===== src/rtl/tetris_game_ctrl.sv =====
`default_nettype none
// ============================================================================
// Module   : tetris_game_ctrl
// Purpose  : Main Tetris game sequencer (GEN/MOVE/LAND/CLEAR handshakes, pause,
//            game over, multi-row clear, gravity timer, line/level tracking).
// Revision : 1.0 - initial release
// ============================================================================
module tetris_game_ctrl #(
    parameter int ROWS            = 11,
    parameter int ROW_W           = 4,
    parameter int DROP_W          = 24,
    parameter int DROP_INIT       = 12500000,
    parameter int DROP_STEP       = 1000000,
    parameter int DROP_MIN        = 1500000,
    parameter int LINES_PER_LEVEL = 10,
    parameter int LINE_W          = 10,
    parameter int LVL_W           = 4
) (
    input  logic              clka,
    input  logic              restart,
    input  logic              start_btn,
    input  logic              pause_btn,
    input  logic              gen_done,
    input  logic              gen_blocked,
    input  logic              touched,
    input  logic              land_done,
    input  logic [ROWS-1:0]   full_rows,
    input  logic              clear_done,
    output logic [2:0]        state,
    output logic              start_gen,
    output logic              start_land,
    output logic              start_clear,
    output logic              move_en,
    output logic              drop_tick,
    output logic [ROW_W-1:0]  clear_row,
    output logic [LINE_W-1:0] lines,
    output logic [LVL_W-1:0]  level,
    output logic              game_over
);

    typedef enum logic [2:0] {
        S_NEWBOARD = 3'b000,
        S_GEN      = 3'b001,
        S_MOVE     = 3'b010,
        S_LAND     = 3'b011,
        S_CLEAR    = 3'b100,
        S_PAUSE    = 3'b101,
        S_OVER     = 3'b110
    } state_t;

    localparam int                c_floor_int = DROP_MIN + DROP_STEP;
    localparam int                c_lvl_int   = LINES_PER_LEVEL - 1;
    localparam logic [DROP_W-1:0] c_drop_init = DROP_INIT[DROP_W-1:0];
    localparam logic [DROP_W-1:0] c_drop_min  = DROP_MIN[DROP_W-1:0];
    localparam logic [DROP_W-1:0] c_drop_step = DROP_STEP[DROP_W-1:0];
    localparam logic [DROP_W:0]   c_floor     = c_floor_int[DROP_W:0];
    localparam logic [LINE_W-1:0] c_lvl_last  = c_lvl_int[LINE_W-1:0];

    state_t              r_state, w_next;
    logic [DROP_W-1:0]   r_drop_cnt, w_drop_cnt_next, r_interval, w_iv_dec;
    logic [ROWS-1:0]     r_mask, w_mask_next, w_mask_low, w_mask_shift;
    logic [LINE_W-1:0]   r_lines, r_lvl_cnt;
    logic [LVL_W-1:0]    r_level;
    logic [ROW_W-1:0]    r_clear_row;
    logic                r_start_gen, r_start_land, r_start_clear;
    logic                r_move_en, r_drop_tick, r_game_over;
    logic                w_new_game, w_land_accept, w_clear_step, w_tick;

    function automatic logic [ROW_W-1:0] low_index(input logic [ROWS-1:0] m);
        low_index = '0;
        for (int i = ROWS - 1; i >= 0; i--) begin
            if (m[i]) low_index = ROW_W'(i);
        end
    endfunction

    // Isolate the lowest full row; rows above it fall by one once it is removed.
    assign w_mask_low   = r_mask & (~r_mask + ROWS'(1));
    assign w_mask_shift = (r_mask & ~w_mask_low) >> 1;
    assign w_iv_dec     = ({1'b0, r_interval} < c_floor) ? c_drop_min
                                                         : r_interval - c_drop_step;

    always_comb begin
        w_next          = r_state;
        w_new_game      = 1'b0;
        w_land_accept   = 1'b0;
        w_clear_step    = 1'b0;
        w_tick          = 1'b0;
        w_drop_cnt_next = r_drop_cnt;
        case (r_state)
            S_NEWBOARD: begin
                if (start_btn) begin
                    w_next     = S_GEN;
                    w_new_game = 1'b1;
                end
            end
            S_GEN: begin
                if (gen_done) begin
                    w_next          = gen_blocked ? S_OVER : S_MOVE;
                    w_drop_cnt_next = '0;
                end
            end
            S_MOVE: begin
                if (touched) begin
                    w_next = S_LAND;
                end else if (pause_btn) begin
                    w_next = S_PAUSE;
                end else if (r_drop_cnt == r_interval - DROP_W'(1)) begin
                    w_tick          = 1'b1;
                    w_drop_cnt_next = '0;
                end else begin
                    w_drop_cnt_next = r_drop_cnt + DROP_W'(1);
                end
            end
            S_PAUSE: begin
                if (pause_btn) w_next = S_MOVE;
            end
            S_LAND: begin
                if (land_done) begin
                    w_land_accept = 1'b1;
                    w_next        = (|full_rows) ? S_CLEAR : S_GEN;
                end
            end
            S_CLEAR: begin
                if (clear_done) begin
                    w_clear_step = 1'b1;
                    w_next       = (|w_mask_shift) ? S_CLEAR : S_GEN;
                end
            end
            S_OVER: begin
                if (start_btn) begin
                    w_next     = S_GEN;
                    w_new_game = 1'b1;
                end
            end
            default: w_next = S_NEWBOARD;
        endcase
    end

    always_comb begin
        w_mask_next = r_mask;
        if (w_land_accept)     w_mask_next = full_rows;
        else if (w_clear_step) w_mask_next = w_mask_shift;
    end

    always_ff @(posedge clka) begin
        if (restart) begin
            r_state       <= S_NEWBOARD;
            r_drop_cnt    <= '0;
            r_interval    <= c_drop_init;
            r_mask        <= '0;
            r_lines       <= '0;
            r_lvl_cnt     <= '0;
            r_level       <= '0;
            r_clear_row   <= '0;
            r_start_gen   <= 1'b0;
            r_start_land  <= 1'b0;
            r_start_clear <= 1'b0;
            r_move_en     <= 1'b0;
            r_drop_tick   <= 1'b0;
            r_game_over   <= 1'b0;
        end else begin
            r_state       <= w_next;
            r_drop_cnt    <= w_drop_cnt_next;
            r_mask        <= w_mask_next;
            r_clear_row   <= low_index(w_mask_next);
            r_start_gen   <= (w_next == S_GEN)  && (r_state != S_GEN);
            r_start_land  <= (w_next == S_LAND) && (r_state != S_LAND);
            r_start_clear <= (w_next == S_CLEAR) && ((r_state != S_CLEAR) || w_clear_step);
            r_move_en     <= (w_next == S_MOVE);
            r_drop_tick   <= w_tick;
            r_game_over   <= (w_next == S_OVER);
            if (w_new_game) begin
                r_lines    <= '0;
                r_lvl_cnt  <= '0;
                r_level    <= '0;
                r_interval <= c_drop_init;
            end else if (w_clear_step && !(&r_lines)) begin
                r_lines <= r_lines + LINE_W'(1);
                // Level-up fires on the clear that lands lines on a multiple.
                if (r_lvl_cnt == c_lvl_last) begin
                    r_lvl_cnt  <= '0;
                    r_interval <= w_iv_dec;
                    if (!(&r_level)) r_level <= r_level + LVL_W'(1);
                end else begin
                    r_lvl_cnt <= r_lvl_cnt + LINE_W'(1);
                end
            end
        end
    end

    assign state       = r_state;
    assign start_gen   = r_start_gen;
    assign start_land  = r_start_land;
    assign start_clear = r_start_clear;
    assign move_en     = r_move_en;
    assign drop_tick   = r_drop_tick;
    assign clear_row   = r_clear_row;
    assign lines       = r_lines;
    assign level       = r_level;
    assign game_over   = r_game_over;

endmodule
`default_nettype wire


===== config.mk =====
export PLATFORM = sky130hd
export DESIGN_NAME = tetris_game_ctrl
export DESIGN_NICKNAME = d
export VERILOG_FILES = /design/src/rtl/tetris_game_ctrl.sv
export SDC_FILE = /design/constraint.sdc
export NUM_CORES = 1
export LEC_CHECK = 0
export BUFFER_PORTS_ARGS = -buffer_cell sky130_fd_sc_hd__buf_2
export CORE_MARGIN = 4
export CORE_UTILIZATION = 55
export DETAILED_ROUTE_END_ITERATION = 7
export GPL_TIMING_DRIVEN = 0
export PLACE_DENSITY = 0.85
export SLEW_MARGIN = 20
export SYNTH_ARGS = -nofsm -noshare
export SYNTH_HDL_FRONTEND = slang
export SYNTH_SLANG_ARGS = --single-unit

===== constraint.sdc =====
create_clock -name clka -period 3.75 [get_ports clka]
set_input_delay 0.1875 -clock clka [delete_from_list [all_inputs] [get_ports clka]]
set_output_delay 0.1875 -clock clka [all_outputs]
set_load 0.03 [all_outputs]

==> flow_summary.ini, run 1 <==
[timing]
min_period_ns = 3.09
max-slew-margin-rel_pct = 42.7
fin_ws_ns = 0.662
fmax_ghz = 0.324
worst_pin_slew_ns = 0.856
setup_viol = 0
slew_violations = 0
skew_ns = 0.00988
period_share_pct = 82.3
hold_viol_final = 0
finalSetupTns_ns = 0
rsz0062_at_grt = false

[floorplan]
rows = 36
start_util_pct = 57.1
dieHeight_um = 109
die_w_um = 109
core-area_mm2 = 0.00986
die_area_mm2 = 0.0119
ios = 47

[power_and_ir_drop]
p_sw_share_pct = 33.0
irDropWorstVdd_mv = 0.429
pwr-share-comb_pct = 24.7
p_leak_uw = 0.00234
seqPwrFrac_pct = 44.1
clkPwrFrac_pct = 31.2
p_int_uw = 1600
powerDensity_mw_per_mm2 = 382
p_sw_uw = 788

[setup_path]
reg2reg_slack_ns = 0.66
rr_endpoint = r_drop_cnt[19]$_SDFFE_PP0P_
worst_path_max_delay_cell = or3b_2
crit_type = flop to flop
cp_num_buf_inv = 3
cp_top_family = simple AND/OR/NAND/NOR gates
worstPathRequired_ns = 3.97
crit_chain = inv_1 -> ha_1 -> clkbuf_1 -> or3b_2 -> or3_1 -> a2bb2oi_1 -> nand4_1 -> nor4_4 -> buf_6 -> a21oi_2
cp.arrival_ns = 3.31
crit_start = r_interval[6]$_SDFFE_PP0P_
cp_slowest_stage_delay_ns = 0.50
rr_worst_depth = 10
end_kind = flop
crit_path_max_fanout = 10
worst_setup_path_start_kind = flop
r2r-start = r_interval[6]$_SDFFE_PP0P_
crit_cells = 10
setup.worst_path.end = r_drop_cnt[19]$_SDFFE_PP0P_

[final_layout]
drive_gt1_share_pct = 13.9
syn_to_final_growth_pct = 11.1
utilization_pct = 63.4
fill_cells = 809
antenna_cells = 0
nets = 789

[clocking]
cts_setup_buffers = 0
cts_tree = built
htreeDepth = 3
insertion_delay_ns = 0.37
cts_root_buf = clkbuf_8
numCtsBuffers = 9
ctsResizeCount = 0
postCtsHoldBufs = 0
path_clk_slew_ns = 0.09
ctsLongestPathBuffers = 2
cts_num_sinks = 91

[synth]
synthFlopType = dfxtp_1
async_reset_ff_share_pct = 0
synth_enable_flop_cells = 0
syn_area_mm2 = 0.00563
syn_inst = 702
synth-warning-count = 0
yosysSeqAreaShare_pct = 32.3
synth_cell_types = 73
postSynthAreaPerCell_um2 = 8.02
synth.net_count = 732
ys_ff_latch = 91

[global_routing]
grt_max_degree = 16
gr-usage-all-layers_pct = 23.9
grt_first_pass_wirelength_um = 23500
grt.overflow.total = 0
grt_pass1_vias = 5250
antenna_found_initial = 0

[run_status]
outcome = complete, no violations

[placed_design]
gp_congestion = 0.950
place_ws_ns = 0.703
numPortBuffers = 46
hpwl_um = 10400

[hold_path]
hold_path_class = input pin to flop

[routing]
avgRoutedWirePerCell_um = 15.8
via_per_inst = 6.15
drtAntennaViolNets = 0
vias = 5516
drt_iter0_markers = 405
drc_errors = 0
first_pass_iters = 5
routed_wl_um = 14200

[flow_run]
cap_violations = 0
[metrics by stage]
step	hold slack [ns]	cells	total power, uW	area [um^2]
2_1_floorplan	0.279	702	1500	5630
3_3_place_gp	0.443	881	1630	6030
3_5_place_dp	0.457	881	1650	6030
4_1_cts	0.0647	897	2390	6260
5_1_grt	0.0701	897	2500	6260
6_report	0.0846	897	2390	6260
[metal layers]
| layer | vias up | global-route usage (%) | wire (um) |
|---|---|---|---|
| met5 | - | 0 | 0 |
| met4 | 0 | 9.08 | 285 |
| met3 | 31 | 3.85 | 766 |
| met2 | 202 | 41.0 | 6950 |
| met1 | 2624 | 30.0 | 6170 |
| li1 | 2659 | - | - |
[registers in the layout (all words and copies together), names as in the netlist, 3 cells and up]
register	flops
level	4
r_drop_cnt	24
r_interval	19
clear_row	4
r_mask	11
lines	10
r_lvl_cnt	10
state	3
[Yosys cell counts, types with 4 or more instances]
master	count	area (um^2)
nand4_1	21	131
nor3b_1	4	30.0
nor2b_1	7	43.8
a211oi_1	4	30.0
o21ai_0	22	110
nor4_1	13	81.3
o31ai_1	5	37.5
a31o_2	4	35.0
a31oi_1	8	50.1
a21oi_1	37	185
o21a_1	4	30.0
nand3_1	30	150
xnor2_1	36	315
nor4b_1	4	35.0
nand2b_1	9	56.3
and2_1	5	31.3
a21oi_2	20	175
nor3_1	22	110
a21o_1	5	37.5
o211ai_1	12	90.1
clkbuf_1	36	135
a221oi_1	7	61.3
nand2_1	57	214
nand3b_1	5	37.5
o22ai_1	7	43.8
and4b_1	4	40.0
and3_1	11	68.8
or3_1	10	62.6
or2_2	4	25.0
inv_1	23	86.3
a221o_1	6	60.1
nor2_1	72	270
xor2_1	30	263
dfxtp_1	91	1820
ha_1	10	125
[worst min-delay path by stage]
stage	startpoint	to	slack (ns)	depth (start not counted)
final	restart	state[1]$_SDFF_PP0_	0.08	2
after global routing	restart	state[1]$_SDFF_PP0_	0.07	2
after CTS	restart	state[1]$_SDFF_PP0_	0.06	2
after detailed placement	restart	state[1]$_SDFF_PP0_	0.46	2
after global placement	restart	state[1]$_SDFF_PP0_	0.44	2
after floorplan	restart	state[1]$_SDFF_PP0_	0.28	1
[cells in the final DEF (no fill, tap or decap), types with 9 or more instances in the layout]
| master | instances |
|---|---|
| or3_1 | 10 |
| o21ai_0 | 22 |
| ha_1 | 10 |
| o211ai_1 | 12 |
| nand4_1 | 21 |
| buf_2 | 48 |
| dfxtp_1 | 91 |
| nand2b_1 | 9 |
| clkbuf_8 | 10 |
| xor2_1 | 30 |
| a21oi_1 | 37 |
| xnor2_1 | 36 |
| inv_1 | 23 |
| clkbuf_1 | 37 |
| nor4_1 | 13 |
| nor3_1 | 22 |
| a21oi_2 | 20 |
| nor2_1 | 72 |
| nand3_1 | 30 |
| nand2_1 | 57 |
| and3_1 | 11 |
[power groups by stage]
stage	clock network, uW	registers (uW)	logic, uW
5_1_grt	805	1060	639
3_3_place_gp	0	1070	563
4_1_cts	757	1050	585
3_5_place_dp	0	1070	580
2_1_floorplan	0	1140	359
6_report	747	1050	591
[logic make-up (layout without fill, tap and decap cells)]
logic type / count (synthesis) / after routing / share of synthesized area, %
AND/OR/NAND/NOR: 300 / 300 / 28.8
multiplexers: 4 / 4 / 0.933
XOR/XNOR: 66 / 66 / 10.3
adder cells (fa/ha/maj): 12 / 12 / 2.58
buffers and inverters: 65 / 127 / 4.78
AO/OA/AOI/OAI: 164 / 164 / 20.3
flip-flops: 91 / 91 / 32.3
[final cells by class]
cell class | instances | area [um^2] | share of cell area, %
buffer | 42 | 183 | 2.92
clock buffer | 11 | 141 | 2.26
clock inverter | 5 | 85.1 | 1.36
inverter | 23 | 86.3 | 1.38
multi-input combinational | 546 | 3540 | 56.6
sequential | 91 | 1820 | 29.1
tap | 133 | 166 | 2.66
timing repair buffer | 46 | 230 | 3.68
(Power assumes the default switching activity.)
==> run 2: changes to the inputs <==
==> constraint.sdc (replaced) <==
create_clock -name clka -period 3.02 [get_ports clka]
set_input_delay 0.151 -clock clka [delete_from_list [all_inputs] [get_ports clka]]
set_output_delay 0.151 -clock clka [all_outputs]
set_load 0.03 [all_outputs]
==> run 2 against run 1 <==
Clock-buffer cell count stayed put. Power is 24% higher. Via count is 1.1% higher. Sequential power is 25% higher. Fmax is 7.5% higher. Utilization is 0.29 points higher.
==> flow_summary.ini, run 2 (synthesized netlist as in run 1, its figures left out) <==
[timing]
whs_ns = 0.0529
worst_pin_slew_ns = 0.855
setup_viol = 0
min_period_ns = 2.87
max-slew-margin-rel_pct = 42.8
skew_ns = 0.0108
rsz0062_at_grt = false
fmax_ghz = 0.348
hold_viol_final = 0
period_share_pct = 95.1
slew_violations = 0

[final_layout]
mostFrequentLayoutCells = dfxtp_1, nor2_1, nand2_1, buf_2, a21oi_1
utilization_pct = 63.7
reg_top3 = r_drop_cnt (24), r_interval (19), r_mask (11)
drive_gt1_share_pct = 14.5
nets = 791
multi_input_area_mm2 = 0.00355
antenna_cells = 0
final_common_cell = dfxtp_1
syn_to_final_growth_pct = 11.6
regMostFlops = r_drop_cnt
fill_cells = 802
largest_reg_flops = 24
final_area_mm2 = 0.00628
seq_area_mm2 = 0.00182

[power_and_ir_drop]
total_power_uw = 2970
irDropWorstVdd_mv = 0.533
powerDensity_mw_per_mm2 = 472
p_leak_uw = 0.00236

[clocking]
cts_root_buf = clkbuf_8
ctsLongestPathBuffers = 2
htreeDepth = 3
numCtsBuffers = 9
insertion_delay_ns = 0.36
postCtsHoldBufs = 0
path_clk_slew_ns = 0.09
cts_num_sinks = 91
cts_tree = built

[routing]
drtAntennaViolNets = 0
routed_wl_um = 14200
avgRoutedWirePerCell_um = 15.8
vias = 5574
drc_errors = 0
via_per_inst = 6.20
first_pass_iters = 5
drt_iter0_markers = 477

[global_routing]
grt.overflow.total = 0
grt_max_degree = 16
grt_pass1_vias = 5255
gr-usage-all-layers_pct = 23.9
antenna_found_initial = 0
grt_first_pass_wirelength_um = 23500

[placed_design]
gp_congestion = 0.950
dpl_cell_area_mm2 = 0.00603
numPortBuffers = 46
hpwl_um = 10400

[setup_path]
cp_top_family = simple AND/OR/NAND/NOR gates
worst_setup_path_start_kind = flop
cp_num_buf_inv = 1
r2r-start = r_interval[7]$_SDFFE_PP0P_
cp.arrival_ns = 3.10
crit_path_max_fanout = 10
crit_chain = inv_1 -> ha_1 -> nor4b_4 -> xnor2_1 -> or4_1 -> a221oi_1 -> o21a_1 -> nor4b_1
end_kind = flop
worstPathRequired_ns = 3.25
crit_type = flop to flop
crit_start = r_interval[7]$_SDFFE_PP0P_
worst_path_max_delay_cell = or4_1
cp_slowest_stage_delay_ns = 0.53

[floorplan]
rows = 36
die_area_mm2 = 0.0119
ios = 47
die_w_um = 109
start_util_pct = 57.1
core-area_mm2 = 0.00986
dieHeight_um = 109

[flow_run]
cap_violations = 0

[run_status]
outcome = complete, no violations

[hold_path]
min_from = restart
hold_path_class = input pin to flop
-- run 2: cell types whose count changed in the layout (fill, tap and decap cells not counted), sizes merged --
cell | before | now
buf | 52 | 55
clkbuf | 47 | 46
-- run 2: final timing paths --
path	slack, ns	cells after the start	end
max	0.15	8	drop_tick$_SDFF_PP0_
min	0.05	2	state[1]$_SDFF_PP0_
max reg2reg	0.15	8	drop_tick$_SDFF_PP0_
min reg2reg	0.51	2	r_drop_cnt[1]$_SDFFE_PP0P_
-- run 2: worst reg2reg max path, delay by kind of cell (launching register included) --
| kind | cells | cell delay, ns |
|---|---|---|
| fa+ha+maj | 1 | 0.31 |
| buf+inv | 1 | 0.19 |
| simple gates | 3 | 1.26 |
| compound gates | 2 | 0.42 |
| xor+xnor | 1 | 0.15 |
| flops | 1 | 0.42 |
-- run 2: report_power, final --
group          switching [uW]  total, uW  internal [uW]
registers                53.7       1310           1250
logic                     493        736            244
clock network             428        922            494
total                     975       2970           1990
-- run 2: metal layers --
layer | vias to the layer above | track usage (%) | wire length (um)
met4 | 0 | 9.08 | 270
met1 | 2640 | 30.1 | 6120
li1 | 2667 | - | -
met3 | 28 | 3.85 | 861
met2 | 239 | 41.0 | 6980
met5 | - | 0 | 0
-- run 2: area by class of cell --
cell class              instances  area share, %
clock buffers                  11           2.25
plain buffers                  41           2.85
repair buffers                 49           4.02
flip-flops and latches         91           29.0
well taps                     133           2.65
multi-input cells             546           56.5
inverters                      23           1.37
clock inverters                 5           1.35
-- run 2: what timing repair did --
item	in CTS	in global routing
pin swaps	1	1
setup buffers	1	2
gates resized for setup	0	2
setup endpoints to repair	20	22
hold endpoints to repair	0	0
-- run 2: stage by stage --
| stage | worst slack [ns] | TNS, ns | cells |
|---|---|---|---|
| floorplan | 0.368 | 0 | 702 |
| global placement | 0.0375 | 0 | 881 |
| detailed placement | -0.0274 | -0.326 | 881 |
| CTS | 0.0476 | 0 | 898 |
| global route | 0.00552 | 0 | 899 |
| finish | 0.148 | 0 | 899 |
==> run 3: changes to the inputs <==
--- a/config.mk
+++ b/config.mk
@@ -5,12 +5,15 @@
 export SDC_FILE = /design/constraint.sdc
 export NUM_CORES = 1
 export LEC_CHECK = 0
+export ABC_AREA = 1
 export BUFFER_PORTS_ARGS = -buffer_cell sky130_fd_sc_hd__buf_2
 export CORE_MARGIN = 4
 export CORE_UTILIZATION = 55
+export CTS_CLUSTER_SIZE = 20
 export DETAILED_ROUTE_END_ITERATION = 7
 export GPL_TIMING_DRIVEN = 0
 export PLACE_DENSITY = 0.85
+export SETUP_SLACK_MARGIN = 0.5
 export SLEW_MARGIN = 20
 export SYNTH_ARGS = -nofsm -noshare
 export SYNTH_HDL_FRONTEND = slang
==> run 3 against run 2 <==
Cell count increased by 24%. Clock skew hardly changed. Clock power down 5.7%. Worst setup slack better by 0.45 ns. Critical path type unchanged. Critical endpoint is now r_drop_cnt[8]$_SDFFE_PP0P_. Largest cell class unchanged. Highest routed layer unchanged.
==> flow_summary.ini, run 3 <==
[run_status]
outcome = complete, no violations

[power_and_ir_drop]
p_leak_uw = 0.00280
irDropWorstVdd_mv = 0.361
powerDensity_mw_per_mm2 = 360

[setup_path]
worst_path_max_delay_cell = dfxtp_4
cp_slowest_stage_delay_ns = 0.37
reg2reg_slack_ns = 0.60
crit_path_max_fanout = 5
crit_chain = inv_4 -> ha_4 -> inv_1 -> nor2_4 -> nand2_4 -> nor2_4 -> nand3_2 -> xor2_2 -> nand2_1 -> nor2_1 -> nand2_1 -> inv_1 -> nand3_2 -> nand2_2 -> nand2_2 -> nand2_4 -> buf_12 -> buf_12 -> nor2_4
end_kind = flop
cp.arrival_ns = 2.68
crit_path_frequent_cell = nor2_4
rr_endpoint = r_drop_cnt[8]$_SDFFE_PP0P_
crit_type = flop to flop
rr_worst_depth = 19
cp_top_family = simple AND/OR/NAND/NOR gates
r2r-start = r_interval[6]$_SDFFE_PP0P_
cp_num_buf_inv = 5
worst_setup_path_start_kind = flop
worstPathRequired_ns = 3.28

[final_layout]
nets = 1000
seq_area_mm2 = 0.00183
antenna_cells = 0
fill_cells = 933
final_area_mm2 = 0.00667
regMostFlops = r_drop_cnt
reg_top3 = r_drop_cnt (24), r_interval (19), r_mask (11)
drive_gt1_share_pct = 15.5
final_common_cell = nand2_1
multi_input_area_mm2 = 0.00349
largest_reg_flops = 24
mostFrequentLayoutCells = nand2_1, nor2_1, inv_1, dfxtp_1, nand3_1
syn_to_final_growth_pct = 14.1

[routing]
routed_wl_um = 14300
drt_iter0_markers = 405
first_pass_iters = 5
drtAntennaViolNets = 0
drc_errors = 0
vias = 5899
via_per_inst = 5.31
avgRoutedWirePerCell_um = 12.9

[clocking]
numCtsBuffers = 9
cts_tree = built
cts_root_buf = clkbuf_8
htreeDepth = 3
cts_num_sinks = 91
path_clk_slew_ns = 0.08
insertion_delay_ns = 0.37
ctsLongestPathBuffers = 2

[global_routing]
grt_pass1_vias = 5490
gr-usage-all-layers_pct = 23.0
grt.overflow.total = 0
grt_max_degree = 15
antenna_found_initial = 0
grt_first_pass_wirelength_um = 24100

[floorplan]
die_w_um = 111
start_util_pct = 56.6
core-area_mm2 = 0.0103
ios = 47
die_area_mm2 = 0.0123
rows = 37
dieHeight_um = 111

[timing]
rsz0062_at_grt = false
period_share_pct = 80.2
slew_violations = 0
setup_viol = 0
min_period_ns = 2.42
finalSetupTns_ns = 0
worst_pin_slew_ns = 0.546
fmax_ghz = 0.413
max-slew-margin-rel_pct = 63.6
hold_viol_final = 0
skew_ns = 0.0109

[synth]
syn_inst = 902
synth_enable_flop_cells = 0
syn_area_mm2 = 0.00584
synth_common_cells = nand2_1, nor2_1, inv_1
synth-warning-count = 0
yosysMostFrequentCell = nand2_1
async_reset_ff_share_pct = 0
yosys.area.top_type = dfxtp_1
postSynthAreaPerCell_um2 = 6.48
synth_cell_types = 41
ys_ff_latch = 91
yosysSeqAreaShare_pct = 31.2
yosys-top-cells-area = dfxtp_1, nand2_1, nor2_1
synth.top_cell.area_share_pct = 31.2
synthFlopType = dfxtp_1
synth.net_count = 932

[flow_run]
cap_violations = 0

[hold_path]
hold_path_class = input pin to flop
hold_depth = 3
hold_end = r_mask[9]$_SDFF_PP0_
min_from = full_rows[9]

[placed_design]
dpl_cell_area_mm2 = 0.00624
numPortBuffers = 46
hpwl_um = 10700
gp_congestion = 0.906
==> run 3: routing by layer <==
metal	up-vias	wire [um]	part of all wire, %	global-route usage, %
li1	3020	-	-	-
met1	2677	6240	44	28.9
met2	172	6810	48	39.1
met3	30	854	6.0	4.04
met4	0	376	2.6	8.92
met5	-	0	0	0
==> run 3: kinds of logic (layout without fill, tap and decap cells) <==
logic type,count (synthesis),after routing,share of synthesized area (%)
AO/OA/AOI/OAI,106,106,9.96
XOR/XNOR,41,41,6.14
adder cells (fa/ha/maj),10,10,2.14
buffers and inverters,148,221,10.4
flip-flops,91,91,31.2
AND/OR/NAND/NOR,506,506,40.2
==> run 3: report_power, final <==
group          total (uW)  internal (uW)  switching, uW
logic                 301           98.9            202
clock network         869            430            438
registers            1230           1220           13.3
total                2400           1750            653
==> run 3: worst max-delay path by stage <==
stage | startpoint | to | slack (ns) | depth (start not counted)
CTS | r_interval[7]$_SDFFE_PP0P_ | r_drop_cnt[13]$_SDFFE_PP0P_ | 0.50 | 18
finish | r_interval[6]$_SDFFE_PP0P_ | r_drop_cnt[8]$_SDFFE_PP0P_ | 0.60 | 19
floorplan | r_interval[7]$_SDFFE_PP0P_ | r_drop_cnt[11]$_SDFFE_PP0P_ | 0.91 | 18
global route | r_interval[5]$_SDFFE_PP1P_ | r_drop_cnt[8]$_SDFFE_PP0P_ | 0.45 | 16
global placement | r_interval[7]$_SDFFE_PP0P_ | r_drop_cnt[12]$_SDFFE_PP0P_ | 0.48 | 18
detailed placement | r_interval[7]$_SDFFE_PP0P_ | r_drop_cnt[16]$_SDFFE_PP0P_ | 0.43 | 18
==> run 3: layout make-up <==
type	count	share of cell area (%)
Buffer	27	2.29
Clock buffer	13	2.38
Clock inverter	3	0.694
Inverter	121	6.89
Multi-Input combinational cell	663	52.3
Sequential cell	91	27.4
Tap cell	136	2.55
Timing Repair Buffer	57	5.41
==> run 3: what timing repair did <==
item,4_1_cts,5_1_grt
gates cloned,1,0
resized for setup,4,20
pin swaps,0,5
hold buffers,1,0
endpoints found under the setup margin,10,32
endpoints found under the hold margin,1,0
buffers inserted,2,7
==> run 3: metrics by stage <==
step,power (uW),worst slack (ns),hold slack (ns),util [%],std cells
finish,2400,0.598,0.0739,64.6,1111
global placement,1530,0.480,0.401,60.5,1084
floorplan,1450,0.905,0.235,-,902
detailed placement,1530,0.435,0.401,60.5,1084
CTS,2410,0.501,0.0619,63.2,1104
global route,2500,0.447,0.0900,64.6,1111
==> run 3: tightest hold or removal path: cells and delay by family <==
kind / cells / cell delay (ns)
buffers and inverters: 1 / 0.11
and+or+nand+nor: 1 / 0.07
AOI/OAI and AO/OA: 1 / 0.06
